**config.mk**
```make
export PLATFORM = sky130hd
export DESIGN_NAME = panel_joy
export DESIGN_NICKNAME = d
export VERILOG_FILES = /design/src/rtl/panel_joy.sv
export SDC_FILE = /design/constraint.sdc
export NUM_CORES = 1
export LEC_CHECK = 0
export CORE_UTILIZATION = 50
export CTS_CLUSTER_DIAMETER = 60
export DETAILED_ROUTE_END_ITERATION = 7
export PLACE_DENSITY = 0.72
export SETUP_SLACK_MARGIN = 0.15
export SYNTH_ARGS = -nofsm -noshare
export SYNTH_HDL_FRONTEND = slang
export SYNTH_SLANG_ARGS = --single-unit
```
**constraint.sdc**
```tcl
create_clock -name clk -period 41.2 [get_ports clk]
set_clock_uncertainty 0.2 [all_clocks]
set_input_delay 8.24 -clock clk [delete_from_list [all_inputs] [get_ports clk]]
set_output_delay 8.24 -clock clk [all_outputs]
set_load 0.005 [all_outputs]
```
**src/rtl/panel_joy.sv**
```systemverilog
// DE2 panel controls to two MiSTer-style joystick words: synchronise, debounce,
// optional SOCD cleaning, then register the outputs with a change strobe.
module panel_joy #(
    parameter int DEB_CYCLES = 250000,
    parameter bit SOCD_CLEAN = 1'b1
) (
    input  logic        clk,
    input  logic        reset,
    input  logic [17:0] sw,
    input  logic [3:0]  key_n,
    output logic [31:0] joystick_0,
    output logic [31:0] joystick_1,
    output logic        reset_req,
    output logic        gpads_enable,
    output logic        joy_changed
);

    localparam int CW = (DEB_CYCLES > 1) ? $clog2(DEB_CYCLES + 1) : 1;
    localparam logic [CW-1:0] LAST_COUNT = CW'(DEB_CYCLES - 1);

    // Bit order inside each player byte matches the joystick word layout.
    logic [7:0]  raw_p1;
    logic [7:0]  raw_p2;
    logic [17:0] raw;
    logic        unused_sw;

    assign raw_p1 = {~key_n[3], sw[4], sw[5], ~key_n[2], sw[2], sw[1], sw[3], sw[0]};
    assign raw_p2 = {~key_n[1], sw[11], sw[12], ~key_n[0], sw[9], sw[8], sw[10], sw[7]};
    assign raw    = {sw[16], sw[15], raw_p2, raw_p1};
    assign unused_sw = ^{sw[17], sw[14:13], sw[6]};

    logic [17:0] sync1_reg;
    logic [17:0] sync2_reg;
    logic [17:0] stable;

    always_ff @(posedge clk or posedge reset) begin
        if (reset) begin
            sync1_reg <= '0;
            sync2_reg <= '0;
        end else begin
            sync1_reg <= raw;
            sync2_reg <= sync1_reg;
        end
    end

    generate
        for (genvar gi = 0; gi < 18; gi++) begin : g_deb
            logic [CW-1:0] cnt_reg;
            logic          stable_reg;

            always_ff @(posedge clk or posedge reset) begin
                if (reset) begin
                    cnt_reg    <= '0;
                    stable_reg <= 1'b0;
                end else if (sync2_reg[gi] == stable_reg) begin
                    cnt_reg <= '0;
                end else if (cnt_reg == LAST_COUNT) begin
                    stable_reg <= sync2_reg[gi];
                    cnt_reg    <= '0;
                end else begin
                    cnt_reg <= cnt_reg + 1'b1;
                end
            end

            assign stable[gi] = stable_reg;
        end
    endgenerate

    // Opposing directions cancel to neutral; only debounced bits are cleaned.
    function automatic logic [7:0] socd(input logic [7:0] p);
        logic [7:0] r;
        r = p;
        if (SOCD_CLEAN) begin
            if (p[0] && p[1]) r[1:0] = 2'b00;
            if (p[2] && p[3]) r[3:2] = 2'b00;
        end
        return r;
    endfunction

    logic [7:0] joy0_next;
    logic [7:0] joy1_next;
    logic [7:0] joy0_reg;
    logic [7:0] joy1_reg;
    logic       reset_req_reg;
    logic       gpads_reg;
    logic       changed_reg;

    assign joy0_next = socd(stable[7:0]);
    assign joy1_next = socd(stable[15:8]);

    always_ff @(posedge clk or posedge reset) begin
        if (reset) begin
            joy0_reg      <= '0;
            joy1_reg      <= '0;
            reset_req_reg <= 1'b0;
            gpads_reg     <= 1'b0;
            changed_reg   <= 1'b0;
        end else begin
            joy0_reg      <= joy0_next;
            joy1_reg      <= joy1_next;
            reset_req_reg <= stable[17];
            gpads_reg     <= stable[16];
            // Strobe lines up with the clock in which the new words appear.
            changed_reg   <= (joy0_next != joy0_reg) || (joy1_next != joy1_reg);
        end
    end

    assign joystick_0   = {24'h0, joy0_reg};
    assign joystick_1   = {24'h0, joy1_reg};
    assign reset_req    = reset_req_reg;
    assign gpads_enable = gpads_reg;
    assign joy_changed  = changed_reg;

endmodule

```
==> flow_results.org, run 1 <==
** Global routing
- Largest net degree at the start of global routing :: between 100 and 150
- Total grt overflow :: 0
- In the global route stage, met3 resource usage came out at 0.02738.
- Wire length of the first global-routing pass :: approximately 60 mm
- In the global route stage, overall resource usage came out at 0.1860.
- Vias in the first global route :: about 13,000
- In the global route stage, met2 resource usage came out at 0.3068.
- The layer flagged by global routing as most heavily used is met2.
- Met1 usage :: 0.2484
- Initial antenna violation count :: 0

** Synthesis
- Counting flops with a built-in enable in the synthesized netlist gives 0.
- Ranking of synthesized cells by area :: sky130_fd_sc_hd__dfrtp_1, sky130_fd_sc_hd__xnor2_1, sky130_fd_sc_hd__nor2_1, sky130_fd_sc_hd__xor2_1, sky130_fd_sc_hd__nand3_1
- Cell Area, Synth :: approximately 0.019 sq mm
- In this run the mean area of a mapped cell was slightly above 10 sq um.
- Count of mapped cells out of synthesis :: between 1,500 and 2,000
- After synthesis, the netlist uses slightly below 50 different library cells.
- For this run, the register share of the synthesized area comes to 0.5245.
- Among all cell types in the netlist, the one instantiated most often is sky130_fd_sc_hd__dfrtp_1.
- In the synthesized netlist the async set-or-reset flop fraction comes to 1.000.
- Of all cell types, the one taking the most synthesized area is sky130_fd_sc_hd__dfrtp_1.
- Area fraction of the dominant cell type after synthesis :: 0.5245
- Most used DFF post-synth :: sky130_fd_sc_hd__dfrtp_1
- In this run, synthesis produced a sequential element count of between 300 and 400.
- Count of yosys warnings during synthesis :: 0
- Commonest cells post-synth :: sky130_fd_sc_hd__dfrtp_1, sky130_fd_sc_hd__nor2_1, sky130_fd_sc_hd__xnor2_1, sky130_fd_sc_hd__nand3_1, sky130_fd_sc_hd__nor4_1

** Run status
- Outcome :: completed

** Floorplanning
- The floorplan has 70 rows.
- The die covers just under 0.04 sq mm.
- The die is between 150 and 200 um tall.
- Horiz. Die Dim :: between 150 and 200 um
- In this run the standard cell core region covers 0.03696 sq mm.
- The initial utilization of the core area, before any placement, comes to 0.5124.
- I/O pin count :: 91

** STA
- Period Utilization, post-route :: 0.2559
- Setup repair after global routing left no endpoint under its margin.
- Final hold vios :: 0
- Setup violations remaining at the end of the flow were counted as 0.
- The number of pins with negative max-slew slack in the final report came to 0.
- Slew of the pin with the lowest slew margin :: ~0.93 ns
- Worst slew margin :: 0.3776
- Total negative setup slack :: 0 ns
- The clock period could shrink to 10.54 ns.
- Timing would allow up to about 95 MHz.

** Worst setup path
- Register-to-register path setup slack :: around 39 ns
- Counting stages on the worst path, the most repeated cell is sky130_fd_sc_hd__buf_4.
- CP required :: about 42 ns
- Worst EP arrival :: roughly 11 ns
- Critical Path Start Type :: input pin
- R2R Path End :: g_deb[6].cnt_reg[5]$_DFF_PP0_
- The worst setup path is of the input pin to asynchronous set/reset pin kind.
- Counting cells, the worst reg-to-reg path comes to 4.
- Cell family contributing the most delay on the critical path :: buffers and inverters
- CP peak stage delay :: around 0.76 ns
- Highest net fanout along the worst path :: 135
- The critical path contains buffers and inverters numbering 4 combined.
- Among all stages on the critical path, the largest delay is contributed by sky130_fd_sc_hd__buf_4.
- The signal on the critical path passes through clkdlybuf4s50_1 -> inv_8 -> buf_4 -> buf_4.
- The worst setup path is captured at an asynchronous set/reset pin.
- Startpoint of the worst-slack reg-to-reg timing path :: g_deb[6].cnt_reg[13]$_DFF_PP0_

** Clocking
- After clock tree synthesis, the repair step resized 0 gates.
- CTS tree :: done
- The clock drives between 300 and 400 sinks.
- Buffer cell driving the clock tree root :: sky130_fd_sc_hd__clkbuf_16
- Clock buffer depth :: 3
- CTS built an H-tree with a depth of 2.
- Clock-pin slew was measured on the worst setup and hold paths at ~0.060 ns.
- Clock tree synthesis inserted a total of 42 buffers.
- Clock latency on the worst-skew pair :: ~0.57 ns
- Setup repair bufs after CTS :: 0
- For this design, the CTS-stage hold fixing added 0 buffers.

** Drt
- DRC violation count after routing :: 0
- Detail-routed net length per standard cell :: between 10 and 15 um
- Detail-routed via count per cell :: 5.390
- The final layout contains routed wiring with a total length of between 30 and 40 mm.
- The first detailed-routing pass took 4 iterations.
- Summing over every cut layer, the via total after detailed routing is approximately 13,000.
- The detailed router finished its first iteration with between 600 and 700 violations.
- Remaining antenna violation count after routing :: 0

** Pwr
- Leakage :: between 8 and 9 nW
- IR analysis of the VDD net gives a maximum drop of ~0.026 mV.
- Power spread over the standard cell area amounts to just under 40 mW/mm^2.

** Finish
- Compared with the post-synthesis result, the final layout area differs by 11.98%.
- Share of post-route cells with drive strength above 1 :: 0.07233
- Fill cell total of the finished layout :: 3,121
- At the end of the flow, the number of nets in the layout was between 1,500 and 2,000.
- The register with the most flip-flops in the layout has ~320 of them.
- 0 antenna diodes ended up in the layout.
- Layout Cell Area excl Fill :: 0.02121 sq mm

** Placed design
- At the end of routability-driven placement, the weighted congestion stood at about 0.86.
- Summed over all nets, the half-perimeter wirelength after detailed placement is 23.26 mm.
- The placed instances occupy a cell area of 0.01977 sq mm.
- During placement, the flow inserted port buffers numbering 38.

** Min path
- In this run the most critical hold path is launched from sync1_reg[2]$_DFF_PP0_.
- Type of the tightest min-delay check :: flop to flop
- The path with the worst hold slack has its endpoint at sync2_reg[2]$_DFF_PP0_.
- Hold depth :: 0

** Run
- The tool flagged a number of max-cap violations equal to 0.
[worst max-delay path by stage]
stage,startpoint,endpoint,cells past startpoint
final,reset,g_deb[5].cnt_reg[15]$_DFF_PP0_,4
after global routing,reset,g_deb[5].cnt_reg[11]$_DFF_PP0_,4
after CTS,reset,sync2_reg[9]$_DFF_PP0_,4
after detailed placement,reset,sync1_reg[5]$_DFF_PP0_,4
after global placement,reset,g_deb[5].cnt_reg[14]$_DFF_PP0_,4
after floorplan,reset,g_deb[0].cnt_reg[0]$_DFF_PP0_,1
[metal layers]
layer	vias up	wire length, um	part of all wire
li1	6604	-	-
met1	6543	16060	0.46
met3	56	1001	0.029
met4	0	999	0.029
met2	169	16490	0.48
met5	-	0	0
[area by class of cell]
class / instances / area, sq um / share of cell area
clock inverters: 16 / 197.7 / 0.009321
repair buffers: 52 / 485.5 / 0.02289
well taps: 504 / 630.6 / 0.02973
multi-input cells: 1374 / 8411 / 0.3966
flip-flops and latches: 397 / 9935 / 0.4684
inverters: 79 / 304.0 / 0.01434
clock buffers: 59 / 1246 / 0.05876
[logic make-up (layout without fill, tap and decap cells)]
family,after synthesis,after routing,share of synthesized area
AND/OR/NAND/NOR,916,916,0.2430
flip-flops,397,397,0.5245
XOR/XNOR,286,286,0.1323
buffers and inverters,149,206,0.04069
AO/OA/AOI/OAI,87,87,0.03614
multiplexers,19,19,0.01123
adder cells (fa/ha/maj),18,18,0.01189
other,1,48,0.0001980
[where the power goes]
part           switching, W  internal [W]
registers        0.00000609      0.000396
clock network      0.000154      0.000236
logic             0.0000182    0.00000773
total              0.000178      0.000640
[cell usage in the layout, fill, tap and decap left out, types with 3 or more instances in the layout]
master and count:
sky130_fd_sc_hd__nand4_1 92, sky130_fd_sc_hd__o2111ai_1 3, sky130_fd_sc_hd__clkinvlp_4 4, sky130_fd_sc_hd__clkbuf_8 11
sky130_fd_sc_hd__or3_1 20, sky130_fd_sc_hd__conb_1 48, sky130_fd_sc_hd__ha_1 18, sky130_fd_sc_hd__nand3_1 123
sky130_fd_sc_hd__nand2_1 82, sky130_fd_sc_hd__o21ai_0 11, sky130_fd_sc_hd__or4_1 27, sky130_fd_sc_hd__xnor2_1 214
sky130_fd_sc_hd__buf_4 14, sky130_fd_sc_hd__o21ai_2 6, sky130_fd_sc_hd__mux2_2 18, sky130_fd_sc_hd__nor2b_1 11
sky130_fd_sc_hd__xor2_1 72, sky130_fd_sc_hd__or4b_2 17, sky130_fd_sc_hd__clkbuf_16 43, sky130_fd_sc_hd__a21oi_1 30
sky130_fd_sc_hd__nor3_1 57, sky130_fd_sc_hd__nor4_1 95, sky130_fd_sc_hd__o41ai_2 10, sky130_fd_sc_hd__clkdlybuf4s50_1 38
sky130_fd_sc_hd__and4_1 11, sky130_fd_sc_hd__bufinv_16 4, sky130_fd_sc_hd__dfrtp_1 397, sky130_fd_sc_hd__o31ai_1 15
sky130_fd_sc_hd__clkbuf_1 5, sky130_fd_sc_hd__nor4b_1 8, sky130_fd_sc_hd__or4b_1 7, sky130_fd_sc_hd__inv_1 78
sky130_fd_sc_hd__clkinv_2 6, sky130_fd_sc_hd__nor2_1 354
[metrics by stage]
step | total power (W) | instances | utilization | hold slack (ns) | setup WS (ns)
final | 0.0008178 | 2481 | 0.5738 | 0.1369 | 30.66
after global routing | 0.0008503 | 2481 | 0.5738 | 0.1513 | 30.21
after CTS | 0.0008312 | 2481 | 0.5738 | 0.1384 | 30.51
after detailed placement | 0.0004360 | 2406 | 0.5348 | 0.1363 | 29.92
after global placement | 0.0004352 | 2406 | 0.5348 | 0.1331 | 29.96
after floorplan | 0.0004308 | 1920 | - | 0.1312 | 21.72
Power figures use the tool's default switching activity.
==> inputs of run 2 (changes only) <==
==> constraint.sdc (replaced) <==
create_clock -name clk -period 9.9 [get_ports clk]
set_clock_uncertainty 0.2 [all_clocks]
set_input_delay 1.98 -clock clk [delete_from_list [all_inputs] [get_ports clk]]
set_output_delay 1.98 -clock clk [all_outputs]
set_load 0.005 [all_outputs]
==> run 2 against run 1 <==
Effect of this change: via count is 0.46% lower; critical path depth stayed put; wire length is 0.12% lower; sequential power grew to 4.2 times the previous value; sequential share of layout area hardly changed; die area stayed put; global-route usage is 0.089 points lower.
==> flow_results.org, run 2 (synthesized netlist as in run 1, its figures left out) <==
** Floorplanning
- The number of primary I/O pins was 91 (unchanged).
- The floorplan die height is 196.6 um (unchanged).
- The placeable core area was 0.03696 sq mm (unchanged).
- Initial Utilization :: 0.5124 (unchanged)
- The area of the die came to 0.03866 sq mm (unchanged).
- The horizontal die dimension is 196.6 um (unchanged).
- Number of rows in the core area :: 70 (unchanged)

** Worst setup path
- Worst EP arrival :: 4.34 ns (-6.61 ns)
- STA classifies the critical path endpoint as an asynchronous set/reset pin.
- Critical Setup Path Class :: input pin to asynchronous set/reset pin
- Critical Path Start Type :: input pin
- Highest net fanout along the worst path :: 175 (+30%)
- CP required :: 10.21 ns (-31.40 ns)

** STA
- Setup repair after global routing left no endpoint under its margin.
- Worst slew margin :: 0.3742 (-0.003395)
- Total negative setup slack :: 0 ns (unchanged)
- The number of hold violations in the final report came to 0 (unchanged).
- The final setup slack of the worst path was 5.872 ns (-24.78 ns).
- Highest clock rate :: ~250 MHz
- The worst hold margin came to 0.1432 ns (+0.006310 ns).
- The number of failing setup endpoints in the final timing report was 0 (unchanged).
- Slew of the pin with the lowest slew margin :: 0.9387 ns (+0.005092 ns)
- Period Utilization, post-route :: 0.4069
- Max Transition Viols Final :: 0 (unchanged)
- Time the final worst path needs with I/O delays and setup :: approximately 4.0 ns

** Finish
- The number of flip-flops in the largest register was 324 (unchanged).
- Post-synthesis to final-layout area growth :: 12.04% (about the same)
- The antenna diode count was 0 (unchanged).
- Commonest non-fill, non-tap cells in the layout :: sky130_fd_sc_hd__dfrtp_1, sky130_fd_sc_hd__nor2_1, sky130_fd_sc_hd__xnor2_1
- Final layout net count :: 1,989 (+0.050%)
- Leaving out fill and tap cells, the most frequent cell in the layout is sky130_fd_sc_hd__dfrtp_1.
- The total of fill cells in the finished design came to 3,147 (+0.83%).
- The layout cell share with drive strength beyond 1 was 0.07038 (-0.001952).

** Global routing
- Wire length of the first global-routing pass :: 60.58 mm (+0.27%)
- The largest net degree at the start of global routing came to 176 (+29%).
- The number of antenna violations at the first check in global routing was 0 (unchanged).
- Vias in the first global route :: 12,990 (+0.30%)
- Total routing resource utilization after global routing :: 0.1851 (-0.0008858)
- The final global-route overflow total is 0 (unchanged).

** Clocking
- TritonCTS built the clock tree.
- Hold-fix buffer count after cts :: 0 (unchanged)
- The source-to-sink clock delay at the later pin of the worst-skew pair came to 0.54 ns (-0.03 ns).
- The number of sinks on the clock net was 397 (unchanged).
- The number of buffers on the longest clock path is 3 (unchanged).
- CTS placed an instance of sky130_fd_sc_hd__clkbuf_16 at the clock tree root.
- The maximum level of the CTS H-tree was 2 (unchanged).
- The quantity of gates resized following cts was 0 (unchanged).
- The number of clock buffers inserted by TritonCTS is 43 (+2.4%).
- Setup repair bufs after CTS :: 0 (unchanged)
- Clock-pin transition on the worst setup and hold timing paths :: 0.06 ns (about the same)

** Drt
- Iteration-0 DRC Markers :: 769 (+13%)
- The antenna violation net count after detailed routing came to 0 (unchanged).
- The via count came to 13,310 (-0.46%).
- The first-pass iteration count of the detailed router came to 5 (+1).
- The routed wire length was 34.51 mm (-0.12%).
- The residual DRC count came to 0 (unchanged).
- Detail-routed via count per cell :: 5.369 (-0.38%)
- The routed length per instance is 13.92 um (about the same).

** Placed design
- Routability Congestion :: 0.8549 (about the same)
- The HPWL after detailed placement was 23.26 mm (about the same).
- Port buffer count :: 38 (unchanged)
- Setup Slack @ Placement :: 5.211 ns (-24.71 ns)

** Run
- Max-cap violation count :: 0 (unchanged)

** Pwr
- The total leakage power is 8.397 nW (about the same).
- The power per cell area came to 160.4 mW/mm^2 (+320%).
- Maximum vdd ir drop :: 0.1918 mV (+640%)

** Run status
- The flow ran to the end, and the final reports show no timing, DRC or antenna violations.

** Min path
- The path class of the tightest hold or removal check is flop to flop.
## run 2: changes by cell type in the layout (fill, tap and decap cells not counted), sizes merged
cell      previous run  this run
clkinvlp             4         2
inv                 80        79
clkinv               7         8
bufinv               4         5
clkbuf              59        58
## run 2: cell type report
cell class                      count  area, sq um  share of cell area
Timing Repair Buffer               52        498.0             0.02347
Inverter                           79        300.3             0.01415
Multi-Input combinational cell   1374         8411              0.3964
Sequential cell                   397         9935              0.4682
Clock buffer                       58         1235             0.05820
Tap cell                          504        630.6             0.02972
Clock inverter                     15        210.2            0.009906
## run 2: final timing paths
check / cells past startpoint / endpoint / start / slack, ns
min reg2reg: 0 / sync2_reg[6]$_DFF_PP0_ / sync1_reg[6]$_DFF_PP0_ / 0.14
min in group asynchronous: 2 / g_deb[2].cnt_reg[15]$_DFF_PP0_ / reset / 1.67
max: 4 / sync1_reg[7]$_DFF_PP0_ / reset / 5.87
min: 0 / sync2_reg[6]$_DFF_PP0_ / sync1_reg[6]$_DFF_PP0_ / 0.14
max reg2reg: 4 / g_deb[6].cnt_reg[7]$_DFF_PP0_ / g_deb[6].cnt_reg[13]$_DFF_PP0_ / 7.21
max in group clk: 1 / joystick_1[0] / joy1_reg[0]$_DFF_PP0_ / 6.25
## run 2: critical path, stage by stage
cell and delay [ns]:
sky130_fd_sc_hd__clkdlybuf4s50_1 0.44, sky130_fd_sc_hd__clkinvlp_4 0.44, sky130_fd_sc_hd__buf_4 0.60, sky130_fd_sc_hd__buf_12 0.67
## run 2: per-stage QoR
step	util	power [W]	instance area, sq um	cells
after global routing	0.5741	0.003543	21220	2479
after detailed placement	0.5350	0.001815	19770	2406
final	0.5741	0.003404	21220	2479
after floorplan	-	0.001793	19120	1920
after CTS	0.5741	0.003460	21220	2479
after global placement	0.5350	0.001811	19770	2406
## run 2: routing by layer
layer,part of all wire,GRT usage,up-vias
li1,-,-,6594
met5,0,0,-
met1,0.46,0.2531,6461
met4,0.026,0.05886,0
met2,0.48,0.3040,200
met3,0.033,0.02806,55
## run 2: where the power goes
| part | internal (W) | switching, W | total [W] | leakage (nW) |
|---|---|---|---|---|
| clock network | 0.00100 | 0.000620 | 0.00162 | 0.713 |
| registers | 0.00165 | 0.0000251 | 0.00167 | 5.42 |
| logic | 0.0000327 | 0.0000763 | 0.000109 | 2.26 |
==> inputs of run 3 (changes only) <==
==> constraint.sdc (replaced) <==
create_clock -name clk -period 4.15 [get_ports clk]
set_clock_uncertainty 0.2 [all_clocks]
set_input_delay 0.83 -clock clk [delete_from_list [all_inputs] [get_ports clk]]
set_output_delay 0.83 -clock clk [all_outputs]
set_load 0.005 [all_outputs]
==> run 3 against run 2 <==
Effect of this change: hold slack gained 0.0014 ns; worst setup slack worse by 4.4 ns; combinational power grew to 2.5 times the previous value; via count rose by 1.0%; sequential power is 140% higher; critical path depth is the same; non-clock buffer count is 9 higher; register-to-register slack got worse by 5.8 ns; design area increased by 1.0%; count of clock-buffer cells in the layout is 3 lower; final cell count grew 0.40%; wire length rose by 1.7%; critical path type is now flop to flop; critical endpoint is now g_deb[6].cnt_reg[14]$_DFF_PP0_; largest cell class unchanged; largest power group is now the clock network.
==> flow_results.org, run 3 (synthesized netlist as in run 1, its figures left out) <==
** Pwr
- Power Total :: 0.008398 W (+150%)
- The total leakage power was 8.486 nW (+1.1%).
- The power per cell area came to 391.8 mW/mm^2 (+140%).
- Maximum vdd ir drop :: 0.3070 mV (+60%)

** Placed design
- The placed cell area was 0.01989 sq mm (+0.59%).
- The HPWL after detailed placement was 23.70 mm (+1.9%).
- Total placed cells including tap cells :: 2,415 (+0.37%)
- The global placement routability congestion is 0.8444 (-1.2%).
- Port buffer count :: 38 (unchanged)

** STA
- Final hold vios :: 0 (unchanged)
- Worst slew margin :: 0.3770 (+0.002779)
- The transition time at the pin with the least slew margin came to 0.9244 ns (-0.01427 ns).
- Highest clock rate :: 368.0 MHz
- Unrepaired setup endpoints after global routing :: no
- The clock period could shrink to about 2.7 ns.
- Max Transition Viols Final :: 0 (unchanged)
- Period Utilization, post-route :: 0.6547
- The number of failing setup endpoints in the final timing report came to 0 (unchanged).

** Clocking
- Clock latency on the worst-skew pair :: 0.56 ns (+0.02 ns)
- CTS tree :: done
- The maximum level of the CTS H-tree is 2 (unchanged).
- Total clock buffers created by CTS :: 44 (+2.3%)
- Clock-pin transition on the worst setup and hold timing paths :: 0.06 ns (about the same)
- The post-cts hold buffer count is 0 (unchanged).
- Clock buffer depth :: 3 (unchanged)
- Sinks on the clock net :: 397 (unchanged)
- The quantity of gates resized following cts is 0 (unchanged).
- Setup repair bufs after CTS :: 0 (unchanged)
- Buffer cell driving the clock tree root :: sky130_fd_sc_hd__clkbuf_16

** Global routing
- The wire length of the first global-routing pass came to 61.26 mm (+1.1%).
- Initial antenna violation count :: 0 (unchanged)
- The via count of the first global-routing pass was 13,050 (+0.47%).
- Total grt overflow :: 0 (unchanged)
- The largest net degree at the start of global routing was 91 (-48%).
- The total routing usage reported by global routing was 0.1890 (+0.003935).

** Floorplanning
- Die area :: 0.03866 sq mm (unchanged)
- Initial Utilization :: 0.5124 (unchanged)
- I/O pin count :: 91 (unchanged)
- Die Y-Extent :: 196.6 um (unchanged)
- Horiz. Die Dim :: 196.6 um (unchanged)
- The floorplan row count came to 70 (unchanged).
- Total core area :: 0.03696 sq mm (unchanged)

** Finish
- The layout cell share with drive strength beyond 1 was 0.07657 (+0.006195).
- Final antenna diode count :: 0 (unchanged)
- The number of nets in the layout came to 1,999 (+0.50%).
- In the layout the commonest cells are sky130_fd_sc_hd__dfrtp_1, sky130_fd_sc_hd__nor2_1, sky130_fd_sc_hd__xnor2_1.
- Fill cell total of the finished layout :: 3,156 (+0.29%)
- Post-synthesis to final-layout area growth :: 13.17%
- Post-Layout Cell Count :: 2,489 (+0.40%)
- Layout Cell Area excl Fill :: 0.02143 sq mm (+1.0%)
- The number of flip-flops in the largest register is 324 (unchanged).
- Most common cell after layout, fill and taps aside :: sky130_fd_sc_hd__dfrtp_1

** Min path
- Hold depth :: 0 (unchanged)
- The worst hold path terminates at sync2_reg[3]$_DFF_PP0_.
- The worst hold path begins at sync1_reg[3]$_DFF_PP0_.
- Type of the tightest min-delay check :: flop to flop

** Worst setup path
- R2R Path End :: g_deb[6].cnt_reg[14]$_DFF_PP0_
- Register-to-register path setup slack :: 1.43 ns (-5.78 ns)
- The critical path in this run is classified as flop to flop.
- Startpoint of the worst-slack reg-to-reg timing path :: g_deb[6].cnt_reg[13]$_DFF_PP0_
- Critical Path Start Type :: flop
- Setup crit end kind :: flop
- Worst EP arrival :: 2.91 ns (-1.43 ns)
- Highest net fanout along the worst path :: 17 (-90%)
- The worst reg-to-reg path cell count came to 4 (unchanged).
- The worst endpoint required time came to 4.34 ns (-5.87 ns).

** Run
- Max-cap violation count :: 0 (unchanged)

** Drt
- The via-per-instance ratio is 5.402 (+0.61%).
- Total length of routed wires :: 35.11 mm (+1.7%)
- The via count is 13,450 (+1.0%).
- Detail-routed net length per standard cell :: 14.11 um (+1.3%)
- Iteration-0 DRC Markers :: 695 (-9.6%)
- DRT Pass-1 Iters :: 5 (unchanged)
- DRC violation count after routing :: 0 (unchanged)
- The antenna violation net count after detailed routing came to 0 (unchanged).

** Run status
- The flow ran to the end, and the final reports show no timing, DRC or antenna violations.
[run 3: layout make-up]
type | instances | area (sq um) | area share
inverter | 79 | 300.3 | 0.01401
multi-input combinational | 1374 | 8411 | 0.3924
clock buffer | 55 | 1224 | 0.05709
clock inverter | 19 | 319.1 | 0.01489
timing repair buffer | 61 | 615.6 | 0.02872
sequential | 397 | 9935 | 0.4635
tap | 504 | 630.6 | 0.02942
[run 3: critical path, stage by stage (launching register included)]
cell,delay (ns)
sky130_fd_sc_hd__dfrtp_1,0.44
sky130_fd_sc_hd__or4b_1,0.55
sky130_fd_sc_hd__or3_4,0.36
sky130_fd_sc_hd__o41ai_4,0.88
sky130_fd_sc_hd__nor2_1,0.13
[run 3: where the power goes]
part	switching, W	internal [W]	leakage, nW
Clock	0.00155	0.00258	0.740
Sequential	0.0000595	0.00393	5.42
Combinational	0.000187	0.0000891	2.33
[run 3: worst max path at each step]
stage	to	slack [ns]	depth (start not counted)	startpoint
after floorplan	g_deb[0].cnt_reg[0]$_DFF_PP0_	-2.22	1	reset
after global placement	g_deb[6].cnt_reg[9]$_DFF_PP0_	1.49	4	g_deb[6].cnt_reg[13]$_DFF_PP0_
after detailed placement	g_deb[6].cnt_reg[4]$_DFF_PP0_	1.41	4	g_deb[6].cnt_reg[13]$_DFF_PP0_
after CTS	g_deb[6].cnt_reg[14]$_DFF_PP0_	1.40	4	g_deb[6].cnt_reg[13]$_DFF_PP0_
after global routing	g_deb[6].cnt_reg[14]$_DFF_PP0_	1.21	4	g_deb[6].cnt_reg[13]$_DFF_PP0_
final	g_deb[6].cnt_reg[14]$_DFF_PP0_	1.43	4	g_deb[6].cnt_reg[13]$_DFF_PP0_
[run 3: per-stage QoR]
step                      worst slack (ns)  hold WS, ns  setup TNS, ns  utilization
final                                1.433       0.1447              0       0.5799
after detailed placement             1.408       0.1355              0       0.5382
after global routing                 1.212       0.1517              0       0.5799
after global placement               1.494       0.1334              0       0.5382
after CTS                            1.399       0.1485              0       0.5799
after floorplan                     -2.224       0.1312        -882.85            -
[run 3: layer usage]
metal  GRT usage  share of wire  vias to the layer above
li1            -              -                     6605
met1      0.2487           0.46                     6596
met2      0.3173           0.49                      193
met3     0.03730          0.037                       51
met4     0.05512          0.020                        0
met5           0              0                        -
